**src/rtl/nw_pkg.sv**
```systemverilog
// ============================================================================
// Module   : nw_pkg
// Brief    : Shared score width, sequencer state encoding and RAM address map
//            for the NW matrix-fill datapath.
// Revision : 1.0 - initial release
// ============================================================================
`default_nettype none

package nw_pkg;

    localparam int SCORE_W = 9;

    typedef enum logic [2:0] {
        IDLE     = 3'd0,
        RD_DIAG  = 3'd1,
        RD_UP    = 3'd2,
        RD_LEFT  = 3'd3,
        CAP_LEFT = 3'd4,
        PRESENT  = 3'd5,
        WAIT_RES = 3'd6,
        WRITE    = 3'd7
    } state_t;

    // Row-major placement of the (n+1)x(n+1) score matrix in the RAM
    function automatic int unsigned cell_addr(input int unsigned i,
                                              input int unsigned j,
                                              input int unsigned n);
        return i * (n + 1) + j;
    endfunction

endpackage

`default_nettype wire

```
**src/rtl/score_cell_sequencer_if.sv**
```systemverilog
// ============================================================================
// Module   : score_cell_sequencer_if
// Brief    : Score RAM port and cell compute-engine handshake bundle.
// Revision : 1.0 - initial release
// ============================================================================
`default_nettype none

interface score_cell_sequencer_if #(
    parameter int N       = 8,
    parameter int SCORE_W = nw_pkg::SCORE_W,
    parameter int IDX_W   = $clog2(N + 1),
    parameter int ADDR_W  = $clog2((N + 1) * (N + 1))
);
    logic [ADDR_W-1:0]  ram_addr;
    logic               ram_rd_en;
    logic               ram_we;
    logic [SCORE_W-1:0] ram_wdata;
    logic [SCORE_W-1:0] ram_rdata;
    logic [SCORE_W-1:0] diag;
    logic [SCORE_W-1:0] up;
    logic [SCORE_W-1:0] left;
    logic [IDX_W-1:0]   cell_i;
    logic [IDX_W-1:0]   cell_j;
    logic               cell_valid;
    logic               cell_ready;
    logic               res_valid;
    logic [SCORE_W-1:0] res_score;

    modport master (
        output ram_addr, ram_rd_en, ram_we, ram_wdata,
        input  ram_rdata,
        output diag, up, left, cell_i, cell_j, cell_valid,
        input  cell_ready, res_valid, res_score
    );

    modport slave (
        input  ram_addr, ram_rd_en, ram_we, ram_wdata,
        output ram_rdata,
        input  diag, up, left, cell_i, cell_j, cell_valid,
        output cell_ready, res_valid, res_score
    );
endinterface

`default_nettype wire

```
**src/rtl/cell_index_counter.sv**
```systemverilog
// ============================================================================
// Module   : cell_index_counter
// Brief    : Row-major (i,j) walker over the matrix interior with the
//            neighbour and self RAM addresses of the current cell.
// Revision : 1.0 - initial release
// ============================================================================
`default_nettype none

module cell_index_counter #(
    parameter int N      = 8,
    parameter int IDX_W  = $clog2(N + 1),
    parameter int ADDR_W = $clog2((N + 1) * (N + 1))
) (
    input  wire logic              clk,
    input  wire logic              rst,
    input  wire logic              clear,
    input  wire logic              advance,
    output logic [IDX_W-1:0]       cell_i,
    output logic [IDX_W-1:0]       cell_j,
    output logic                   last_cell,
    output logic [ADDR_W-1:0]      addr_diag,
    output logic [ADDR_W-1:0]      addr_up,
    output logic [ADDR_W-1:0]      addr_left,
    output logic [ADDR_W-1:0]      addr_self
);
    import nw_pkg::*;

    localparam logic [IDX_W-1:0] C_ONE = IDX_W'(1);
    localparam logic [IDX_W-1:0] C_N   = IDX_W'(N);

    logic [IDX_W-1:0] r_i;
    logic [IDX_W-1:0] r_j;

    always_ff @(posedge clk or posedge rst) begin
        if (rst) begin
            r_i <= C_ONE;
            r_j <= C_ONE;
        end else if (clear || (advance && last_cell)) begin
            r_i <= C_ONE;
            r_j <= C_ONE;
        end else if (advance) begin
            if (r_j < C_N) begin
                r_j <= r_j + C_ONE;
            end else begin
                r_i <= r_i + C_ONE;
                r_j <= C_ONE;
            end
        end
    end

    assign cell_i    = r_i;
    assign cell_j    = r_j;
    assign last_cell = (r_i == C_N) && (r_j == C_N);

    // i and j never drop below 1, so the minus-one neighbours stay in range
    assign addr_diag = ADDR_W'(cell_addr(32'(r_i) - 32'd1, 32'(r_j) - 32'd1, N));
    assign addr_up   = ADDR_W'(cell_addr(32'(r_i) - 32'd1, 32'(r_j), N));
    assign addr_left = ADDR_W'(cell_addr(32'(r_i), 32'(r_j) - 32'd1, N));
    assign addr_self = ADDR_W'(cell_addr(32'(r_i), 32'(r_j), N));

endmodule

`default_nettype wire

```
**src/rtl/score_cell_sequencer.sv**
```systemverilog
// ============================================================================
// Module   : score_cell_sequencer
// Brief    : Drives the single-port score RAM through read-diag/up/left,
//            hands neighbours to the cell engine and writes the result back.
// Revision : 1.0 - initial release
// ============================================================================
`default_nettype none

module score_cell_sequencer #(
    parameter int N       = 8,
    parameter int SCORE_W = nw_pkg::SCORE_W,
    parameter int IDX_W   = $clog2(N + 1),
    parameter int ADDR_W  = $clog2((N + 1) * (N + 1))
) (
    input  wire logic                 clk,
    input  wire logic                 rst,
    input  wire logic                 start,
    score_cell_sequencer_if.master    bus,
    output logic                      busy,
    output logic                      done
);
    import nw_pkg::*;

    state_t             r_state;
    state_t             w_next;
    logic [SCORE_W-1:0] r_diag;
    logic [SCORE_W-1:0] r_up;
    logic [SCORE_W-1:0] r_left;
    logic [SCORE_W-1:0] r_wdata;
    logic               r_done;

    logic               w_clear;
    logic               w_advance;
    logic               w_last;
    logic [IDX_W-1:0]   w_cell_i;
    logic [IDX_W-1:0]   w_cell_j;
    logic [ADDR_W-1:0]  w_addr_diag;
    logic [ADDR_W-1:0]  w_addr_up;
    logic [ADDR_W-1:0]  w_addr_left;
    logic [ADDR_W-1:0]  w_addr_self;

    cell_index_counter #(
        .N      (N),
        .IDX_W  (IDX_W),
        .ADDR_W (ADDR_W)
    ) u_index (
        .clk       (clk),
        .rst       (rst),
        .clear     (w_clear),
        .advance   (w_advance),
        .cell_i    (w_cell_i),
        .cell_j    (w_cell_j),
        .last_cell (w_last),
        .addr_diag (w_addr_diag),
        .addr_up   (w_addr_up),
        .addr_left (w_addr_left),
        .addr_self (w_addr_self)
    );

    always_ff @(posedge clk or posedge rst) begin
        if (rst) begin
            r_state <= IDLE;
        end else begin
            r_state <= w_next;
        end
    end

    always_comb begin
        w_next        = r_state;
        w_clear       = 1'b0;
        w_advance     = 1'b0;
        bus.ram_addr  = '0;
        bus.ram_rd_en = 1'b0;
        bus.ram_we    = 1'b0;
        case (r_state)
            IDLE: begin
                if (start) begin
                    w_next  = RD_DIAG;
                    w_clear = 1'b1;
                end
            end
            RD_DIAG: begin
                bus.ram_rd_en = 1'b1;
                bus.ram_addr  = w_addr_diag;
                w_next        = RD_UP;
            end
            RD_UP: begin
                bus.ram_rd_en = 1'b1;
                bus.ram_addr  = w_addr_up;
                w_next        = RD_LEFT;
            end
            RD_LEFT: begin
                bus.ram_rd_en = 1'b1;
                bus.ram_addr  = w_addr_left;
                w_next        = CAP_LEFT;
            end
            CAP_LEFT: w_next = PRESENT;
            PRESENT: begin
                if (bus.cell_ready) begin
                    w_next = WAIT_RES;
                end
            end
            WAIT_RES: begin
                if (bus.res_valid) begin
                    w_next = WRITE;
                end
            end
            WRITE: begin
                bus.ram_we   = 1'b1;
                bus.ram_addr = w_addr_self;
                w_advance    = 1'b1;
                w_next       = w_last ? IDLE : RD_DIAG;
            end
            default: w_next = IDLE;
        endcase
    end

    // Read data lags the strobe by one cycle, so each capture sits one state late
    always_ff @(posedge clk or posedge rst) begin
        if (rst) begin
            r_diag  <= '0;
            r_up    <= '0;
            r_left  <= '0;
            r_wdata <= '0;
            r_done  <= 1'b0;
        end else begin
            r_done <= (r_state == WRITE) && w_last;
            case (r_state)
                RD_UP:    r_diag <= bus.ram_rdata;
                RD_LEFT:  r_up   <= bus.ram_rdata;
                CAP_LEFT: r_left <= bus.ram_rdata;
                WAIT_RES: begin
                    if (bus.res_valid) begin
                        r_wdata <= bus.res_score;
                    end
                end
                default: ;
            endcase
        end
    end

    assign bus.ram_wdata  = r_wdata;
    assign bus.diag       = r_diag;
    assign bus.up         = r_up;
    assign bus.left       = r_left;
    assign bus.cell_i     = w_cell_i;
    assign bus.cell_j     = w_cell_j;
    assign bus.cell_valid = (r_state == PRESENT);
    assign busy           = (r_state != IDLE);
    assign done           = r_done;

endmodule

`default_nettype wire

```
**src/flat_wrapper.sv**
```systemverilog
// flat-port wrapper written by rule: the top's interface ports become plain ports
module score_cell_sequencer_flat import nw_pkg::*;
#(
    parameter int N       = 8,
    parameter int SCORE_W = nw_pkg::SCORE_W,
    parameter int IDX_W   = $clog2(N + 1),
    parameter int ADDR_W  = $clog2((N + 1) * (N + 1))
)
  (clk, rst, start, busy, done, bus_ram_addr, bus_ram_rd_en, bus_ram_we, bus_ram_wdata, bus_ram_rdata, bus_diag, bus_up, bus_left, bus_cell_i, bus_cell_j, bus_cell_valid, bus_cell_ready, bus_res_valid, bus_res_score);
  score_cell_sequencer_if #(.N(N), .SCORE_W(SCORE_W), .IDX_W(IDX_W), .ADDR_W(ADDR_W)) bus_i ();
  input  wire logic clk;
  input  wire logic rst;
  input  wire logic start;
  output logic busy;
  output logic done;
  output wire logic [$bits(bus_i.ram_addr)-1:0] bus_ram_addr;
  output wire logic [$bits(bus_i.ram_rd_en)-1:0] bus_ram_rd_en;
  output wire logic [$bits(bus_i.ram_we)-1:0] bus_ram_we;
  output wire logic [$bits(bus_i.ram_wdata)-1:0] bus_ram_wdata;
  input wire logic [$bits(bus_i.ram_rdata)-1:0] bus_ram_rdata;
  output wire logic [$bits(bus_i.diag)-1:0] bus_diag;
  output wire logic [$bits(bus_i.up)-1:0] bus_up;
  output wire logic [$bits(bus_i.left)-1:0] bus_left;
  output wire logic [$bits(bus_i.cell_i)-1:0] bus_cell_i;
  output wire logic [$bits(bus_i.cell_j)-1:0] bus_cell_j;
  output wire logic [$bits(bus_i.cell_valid)-1:0] bus_cell_valid;
  input wire logic [$bits(bus_i.cell_ready)-1:0] bus_cell_ready;
  input wire logic [$bits(bus_i.res_valid)-1:0] bus_res_valid;
  input wire logic [$bits(bus_i.res_score)-1:0] bus_res_score;
  assign bus_ram_addr = bus_i.ram_addr;
  assign bus_ram_rd_en = bus_i.ram_rd_en;
  assign bus_ram_we = bus_i.ram_we;
  assign bus_ram_wdata = bus_i.ram_wdata;
  assign bus_i.ram_rdata = bus_ram_rdata;
  assign bus_diag = bus_i.diag;
  assign bus_up = bus_i.up;
  assign bus_left = bus_i.left;
  assign bus_cell_i = bus_i.cell_i;
  assign bus_cell_j = bus_i.cell_j;
  assign bus_cell_valid = bus_i.cell_valid;
  assign bus_i.cell_ready = bus_cell_ready;
  assign bus_i.res_valid = bus_res_valid;
  assign bus_i.res_score = bus_res_score;
  score_cell_sequencer #(.N(N), .SCORE_W(SCORE_W), .IDX_W(IDX_W), .ADDR_W(ADDR_W)) u_core (.clk(clk), .rst(rst), .start(start), .bus(bus_i), .busy(busy), .done(done));
endmodule
```
**config.mk**
```make
export PLATFORM = sky130hd
export DESIGN_NAME = score_cell_sequencer_flat
export DESIGN_NICKNAME = d
export VERILOG_FILES = /design/src/rtl/nw_pkg.sv /design/src/rtl/score_cell_sequencer_if.sv /design/src/rtl/cell_index_counter.sv /design/src/rtl/score_cell_sequencer.sv /design/src/flat_wrapper.sv
export SDC_FILE = /design/constraint.sdc
export NUM_CORES = 1
export LEC_CHECK = 0
export CAP_MARGIN = 20
export CELL_PAD_IN_SITES_DETAIL_PLACEMENT = 2
export CELL_PAD_IN_SITES_GLOBAL_PLACEMENT = 2
export CORE_MARGIN = 5
export CORE_UTILIZATION = 28
export DETAILED_ROUTE_END_ITERATION = 7
export HOLD_SLACK_MARGIN = 0.15
export PLACE_DENSITY_LB_ADDON = 0.1
export SKIP_CTS_REPAIR_TIMING = 1
export SLEW_MARGIN = 20
export SYNTH_ARGS = -nofsm -noshare
export SYNTH_HDL_FRONTEND = slang
export SYNTH_SLANG_ARGS = --single-unit
```
**constraint.sdc**
```tcl
create_clock -name clk -period 3.5 [get_ports clk]
set_input_delay 0.7 -clock clk [delete_from_list [all_inputs] [get_ports clk]]
set_output_delay 0.7 -clock clk [all_outputs]
set_load 0.05 [all_outputs]
```
==> flow_summary.ini, run 1 <==
[detailed_routing]
antenna_left = 0
route.detailed.drc = 0
drt-initial-drc-count = 40
finalWirelength_um = 9994
first_pass_iters = 3
wl_per_cell_um = 18.34
vias_per_cell = 4.728
vias = 2577

[worst_hold_path]
holdPathEnd = u_core.bus.up[8]
whs_path_depth = 1
worstHoldStart = u_core.bus.up[8]
hp-class = reg2reg

[clocking]
insertion_delay_ns = 0.29
clk_pin_slew_ns = 0.07
cts.sinks = 48
cts_buffers = 5
cts.path.max_buffers = 2
htree_levels = 2
cts_tree = done
root_buffer = clkbuf_16

[synthesis]
yosys_warnings = 0
ys.flop_type = dfrtp_1
ys_seq_elements = 48
ys_types = 45
synth_edf_count = 0
netlist_area_mm2 = 0.003191
synthCells = 296
syn_avg_cell_area_um2 = 10.78
async_reset_ff_share_pct = 100.0
ys_seq_area_share_pct = 37.73
mappedNetlistNets = 357

[place]
portBuffers = 78
dp_hpwl_um = 8110
globalplace.congestion = 0.7998

[timing]
max_slew_margin_pct = 53.07
maxSlewViolCount = 0
fin_crit_sh_pct = 110.7
hold_viol = 0
worst_slew_pin_slew_ns = 0.7013
max_freq_mhz = 258.1
period_minus_slack_ns = 3.875
setup_viol = 3
finClkSkew_ns = 0.009826
fin_ws_ns = -0.3748
rsz0062_at_grt = yes

[final_layout]
ff_latch_area_mm2 = 0.001210
final_nets = 462
fillers = 1231
drive_gt1_share_pct = 26.37
layout_commonest_cell = clkdlybuf4s50_1
areaGrowthSynthToFinish_pct = 47.73
insertedDiodeCount = 0
multiInputGateArea_mm2 = 0.002014
layout_common_cells = clkdlybuf4s50_1 (72), dfrtp_1 (44), ha_1 (29)
fin_util_pct = 41.81

[global_route]
grt_pass1_wl_um = 16510
antenna_found_initial = 0
grt_max_degree = 26
grt_pass1_vias = 2988
grt_overflow = 0
grt_usage_pct = 15.76

[die]
initial_utilization_pct = 28.31
core_area_mm2 = 0.01127
dieArea_mm2 = 0.01363
fp.dieW_um = 116.7
rows = 39
die_y_um = 116.7
ios = 79

[run_status]
violations = setup timing
status = finished with violations

[worst_setup_path]
timing.rr.start = u_core.u_index.cell_i[0]
start_kind = flip-flop
r2r_cells = 9
worstPathArrival_ns = 3.17
reg2reg_to = u_core.u_index.cell_i[1]
path_class = reg2out
critPathMaxFanout = 3
crit_required_ns = 2.80
setup.worst_path.end_class = primary output
rrSetupSlack_ns = 1.24

[job]
cap_viol_max_count = 0
==> metal layers <==
layer	vias up	global-route usage (%)	share of wire, %
met3	6	3.523	3.9
met5	-	0	0
met2	46	26.92	50
met1	1285	20.50	45
met4	0	3.211	0.88
li1	1240	-	-
==> flip-flops by register name, summed over array words and instances, names as in the netlist <==
| signal | flops |
|---|---|
| u_core.bus.ram_wdata | 9 |
| u_core.r_state | 3 |
| u_core.bus.left | 9 |
| u_core.bus.up | 9 |
| u_core.bus.diag | 9 |
| u_core.done | 1 |
| u_core.u_index.cell_j | 4 |
| u_core.u_index.cell_i | 4 |
==> cells by family after synthesis <==
group	Yosys count	share of synthesized area, %
compound gates	56	11.37
xor+xnor	30	8.235
buf+inv	25	3.569
mux	36	12.71
fa+ha+maj	38	16.08
flops	48	37.73
simple gates	63	10.31
==> cells in the mapped netlist, drive strengths merged (2+ instances only) <==
library cell  count  area, um^2
nor2b             5       31.28
o21ai            13       68.82
buf               6       42.54
a21oi            18       90.09
a22oi             6       50.05
nand4             2       12.51
nand2b            4       25.02
dfrtp            46        1151
dfstp             2       52.55
or2               2       12.51
o22ai             2       12.51
nand2            21       88.84
mux2             36       405.4
ha               33       412.9
nor3b             3       27.52
fa                5       100.1
o21bai            2       15.01
xor2             11       96.34
nand3             4       20.02
nor3              5       41.29
xnor2            19       166.4
inv              18       67.57
nor2             15       56.30
a21o              8       60.06
==> cell type report <==
cell class | count | share of cell area (%)
well taps | 143 | 3.796
clock inverters | 3 | 1.460
flip-flops and latches | 48 | 25.67
inverters | 18 | 1.540
multi-input cells | 223 | 42.74
clock buffers | 5 | 2.655
repair buffers | 105 | 22.14
==> worst max path at each step <==
stage,endpoint,start
5_1_grt,bus_ram_addr[5],u_core.u_index.cell_i[0]
3_3_place_gp,bus_ram_addr[6],u_core.u_index.cell_i[0]
6_report,bus_ram_addr[5],u_core.u_index.cell_i[0]
3_5_place_dp,bus_ram_addr[5],u_core.u_index.cell_i[0]
4_1_cts,bus_ram_addr[6],u_core.u_index.cell_i[0]
2_1_floorplan,bus_ram_addr[6],u_core.u_index.cell_i[0]
==> stage by stage <==
stage | setup TNS (ns) | area, um^2 | hold WS [ns] | setup WS, ns | std cells
5_1_grt | -1.125 | 4713 | 0.5136 | -0.4685 | 545
3_3_place_gp | -0.06581 | 4468 | 0.4726 | -0.05098 | 536
4_1_cts | -1.008 | 4662 | 0.4978 | -0.4468 | 544
2_1_floorplan | -0.3894 | 3299 | 0.5532 | -0.2452 | 296
3_5_place_dp | -0.2337 | 4468 | 0.4825 | -0.1203 | 536
6_report | -0.8176 | 4713 | 0.4955 | -0.3748 | 545
==> critical path: stages (launching register included) <==
cell     delay (ns)
dfstp_4        0.64
inv_4          0.04
ha_4           0.16
nor3b_4        0.16
ha_4           0.28
ha_4           0.12
inv_2          0.03
fa_2           0.54
inv_2          0.06
ha_4           0.22
xor2_1         0.17
a22oi_2        0.23
nand2_2        0.09
buf_12         0.15
Power of run 1 is not shown: default switching activity piles up to over one toggle a cycle in this logic, so the estimate is an artifact.
==> inputs of run 2 (changes only) <==
Settings changed: PLACE_DENSITY_LB_ADDON 0.1 to 0.25.
==> flow_summary.ini, run 2 (synthesized netlist as in run 1, its figures left out) <==
[worst_setup_path]
r2r_cells = 9
crit_required_ns = 2.80
worstPathArrival_ns = 3.17
reg2reg_to = u_core.u_index.cell_i[1]
crit_path_max_incr_delay_ns = 0.63
rrSetupSlack_ns = 1.26
crit_path_frequent_cell = ha_4
cp_slowest_cell = dfstp_4
setup.worst_path.end_class = primary output
worst-path-buf-inv = 4
timing.rr.start = u_core.u_index.cell_i[1]
cp_top_family = adder cells
crit_chain = inv_4, ha_4, nor3b_4, ha_4, ha_4, inv_2, fa_2, inv_2, ha_4, xor2_1, a22oi_2, nand2_2, buf_12
critPathMaxFanout = 3
start_kind = flip-flop
path_class = reg2out

[die]
die_y_um = 116.7
rows = 39
core_area_mm2 = 0.01127
ios = 79
dieArea_mm2 = 0.01363
initial_utilization_pct = 28.31
fp.dieW_um = 116.7

[global_route]
grt_usage_pct = 15.62
antenna_found_initial = 0
grt_overflow = 0
grt_pass1_vias = 3087
grt_max_degree = 35
grt_pass1_wl_um = 16420

[timing]
period_minus_slack_ns = 3.869
worst_slew_pin_slew_ns = 0.7574
fin_ws_ns = -0.3692
setup_viol = 2
max_slew_margin_pct = 49.43
holdWs_ns = 0.4935
setup_tns_ns = -0.7103
max_freq_mhz = 258.5
hold_viol = 0
finClkSkew_ns = 0.004752
maxSlewViolCount = 0
rsz0062_at_grt = yes
fin_crit_sh_pct = 110.5

[clocking]
cts_tree = done
insertion_delay_ns = 0.29
cts_buffers = 5
clk_pin_slew_ns = 0.07
root_buffer = clkbuf_16
cts.sinks = 48
cts.path.max_buffers = 2
htree_levels = 2

[detailed_routing]
met1_length_um = 4270
dr_wl_met3_um = 575
drt-initial-drc-count = 58
vias_per_cell = 4.876
finalWirelength_um = 10180
first_pass_iters = 4
dr.max_layer_used = met4
wl_met2_um = 5244
wl_per_cell_um = 18.58
vias = 2672
antenna_left = 0
route.detailed.drc = 0

[final_layout]
layout_common_cells = clkdlybuf4s50_1 (72), dfrtp_1 (44), buf_4 (29)
drive_gt1_share_pct = 31.11
design_area_mm2 = 0.004850
areaGrowthSynthToFinish_pct = 52.00
final_nets = 465
layout_commonest_cell = clkdlybuf4s50_1
fillers = 1159
insertedDiodeCount = 0

[worst_hold_path]
hp-class = reg2reg
whs_path_depth = 1
holdPathEnd = u_core.bus.up[2]
worstHoldStart = u_core.bus.up[2]

[run_status]
violations = setup timing
status = finished with violations

[job]
cap_viol_max_count = 0

[place]
placed_area_mm2 = 0.004461
dp_hpwl_um = 8116
globalplace.congestion = 0.7781
portBuffers = 78
==> run 2: cell count changes in the layout (fill, tap and decap cells not counted), sizes merged <==
| cell | delta |
|---|---|
| clkinv | +1 |
| bufinv | -1 |
| buf | +3 |
| clkbuf | +1 |
| inv | -1 |
==> run 2: metrics by stage <==
| step | instances | worst slack [ns] | utilization [%] |
|---|---|---|---|
| after floorplan | 296 | -0.2452 | - |
| after global placement | 535 | -0.05003 | 39.57 |
| after detailed placement | 535 | -0.1721 | 39.57 |
| after CTS | 543 | -0.4947 | 41.15 |
| after global routing | 548 | -0.4645 | 43.02 |
| final | 548 | -0.3692 | 43.02 |
==> run 2: cell type report <==
cell class                 count  area, um^2  area share, %
multi-input combinational    223        2141          44.14
sequential                    48        1210          24.95
timing repair buffer         108        1070          22.06
tap                          143       178.9          3.689
clock buffer                   6       138.9          2.864
inverter                      18       72.57          1.496
clock inverter                 2       38.79         0.7998
==> run 2: worst max-delay path by stage <==
stage                                         from               to  slack [ns]  cells after the start
after floorplan           u_core.u_index.cell_i[0]  bus_ram_addr[6]       -0.25                     12
after global placement    u_core.u_index.cell_i[0]  bus_ram_addr[6]       -0.05                     13
after detailed placement  u_core.u_index.cell_i[0]  bus_ram_addr[6]       -0.17                     13
after CTS                 u_core.u_index.cell_i[0]  bus_ram_addr[6]       -0.49                     13
after global routing      u_core.u_index.cell_i[0]  bus_ram_addr[5]       -0.46                     13
final                     u_core.u_index.cell_i[0]  bus_ram_addr[5]       -0.37                     13
==> run 2: metal layers <==
layer | vias up | global-route usage (%)
li1 | 1245 | -
met1 | 1362 | 18.79
met2 | 59 | 27.76
met3 | 6 | 4.352
met4 | 0 | 3.440
met5 | - | 0
Power of run 2 is left out for the same reason.
==> inputs of run 3 (changes only) <==
Settings changed: CORE_UTILIZATION 28 to 29, CTS_BUF_LIST from default to sky130_fd_sc_hd__clkbuf_8, CTS_CLUSTER_DIAMETER from default to 60, PLACE_DENSITY_LB_ADDON 0.25 to 0.12.
==> flow_summary.ini, run 3 (synthesized netlist as in run 1, its figures left out) <==
[timing]
fin_crit_sh_pct = 111.6
finClkSkew_ns = 0.008182
max_freq_mhz = 256.0
setup_viol = 3
max_slew_margin_pct = 55.54
rsz0062_at_grt = yes
period_minus_slack_ns = 3.907
worst_slew_pin_slew_ns = 0.6644
fin_ws_ns = -0.4066
hold_viol = 0
maxSlewViolCount = 0

[place]
placed_area_mm2 = 0.004457
dp_hpwl_um = 8089
globalplace.congestion = 0.7878
portBuffers = 78

[die]
dieArea_mm2 = 0.01320
rows = 38
ios = 79
fp.dieW_um = 114.9
die_y_um = 114.9
core_area_mm2 = 0.01079
initial_utilization_pct = 29.56

[final_layout]
multiInputGateArea_mm2 = 0.002034
layout_commonest_cell = clkdlybuf4s50_1
fin_util_pct = 43.23
drive_gt1_share_pct = 27.43
final_nets = 461
insertedDiodeCount = 0
layout_common_cells = clkdlybuf4s50_1 (72), dfrtp_1 (44), mux2_2 (28), ha_1 (28), buf_4 (26)
fillers = 1142
areaGrowthSynthToFinish_pct = 46.24
design_area_mm2 = 0.004666
ff_latch_area_mm2 = 0.001210

[clocking]
cts.path.max_buffers = 2
clk_pin_slew_ns = 0.10
cts.sinks = 48
htree_levels = 2
cts_buffers = 5
root_buffer = clkbuf_8
cts_tree = done
insertion_delay_ns = 0.31

[detailed_routing]
route.detailed.drc = 0
vias = 2652
drt-initial-drc-count = 63
antenna_left = 0
first_pass_iters = 4
vias_per_cell = 4.902
wl_per_cell_um = 18.64
finalWirelength_um = 10080

[worst_hold_path]
hp-class = reg2reg
worstHoldStart = u_core.bus.left[3]

[worst_setup_path]
crit_start = u_core.u_index.cell_i[0]
worstPathArrival_ns = 3.21
timing.rr.start = u_core.u_index.cell_i[0]
start_kind = flip-flop
setup.worst_path.end_class = primary output
path_class = reg2out
crit_required_ns = 2.80
critPathMaxFanout = 3

[global_route]
grt_max_degree = 49
grt_usage_pct = 16.07
grt_pass1_vias = 3068
grt_overflow = 0
grt_pass1_wl_um = 16570
antenna_found_initial = 0

[run_status]
violations = setup timing
status = finished with violations

[job]
cap_viol_max_count = 0
==> run 3: cell types whose count changed in the layout (fill, tap and decap cells not counted), sizes merged <==
cell,change
bufinv,+1
inv,+1
buf,-4
clkinv,-1
clkbuf,-1
==> run 3: final cells by class <==
cell class / count / area share (%)
Clock buffer: 5 / 1.475
Clock inverter: 3 / 1.475
Multi-Input combinational cell: 223 / 43.60
Timing Repair Buffer: 104 / 22.20
Sequential cell: 48 / 25.93
Tap cell: 140 / 3.754
Inverter: 18 / 1.555
==> run 3: worst max-delay path, stage by stage (launching register included) <==
cell      delay, ns
dfstp_4        0.65
inv_4          0.04
ha_4           0.15
nor3b_4        0.16
ha_4           0.28
ha_4           0.12
inv_2          0.03
fa_2           0.54
inv_2          0.06
ha_4           0.28
a21oi_4        0.06
xnor2_2        0.15
o211ai_4       0.21
buf_12         0.16
==> run 3: per-stage QoR <==
step	setup WS (ns)	cells	hold WS, ns	TNS (ns)
4_1_cts	-0.4684	540	0.5063	-1.274
5_1_grt	-0.5072	541	0.5358	-1.254
3_3_place_gp	-0.04641	532	0.4675	-0.07391
6_report	-0.4066	541	0.4982	-0.9466
2_1_floorplan	-0.2452	296	0.5532	-0.3894
3_5_place_dp	-0.1110	532	0.4789	-0.2016
==> run 3: worst paths after layout <==
path	end	slack [ns]	cells past startpoint
max reg2reg	u_core.u_index.cell_i[1]	1.26	9
min reg2reg	u_core.bus.left[3]	0.50	1
min	u_core.bus.left[3]	0.50	1
max in group asynchronous	u_core.u_index.cell_i[1]	2.16	3
max	bus_ram_addr[6]	-0.41	13
min in group asynchronous	u_core.bus.left[1]	0.87	3
==> run 3: layer usage <==
layer	global-route usage, %	routed length (um)
met4	3.834	135
met2	27.55	5067
met5	0	0
met1	20.07	4283
met3	4.474	597
Power of run 3 is left out for the same reason.
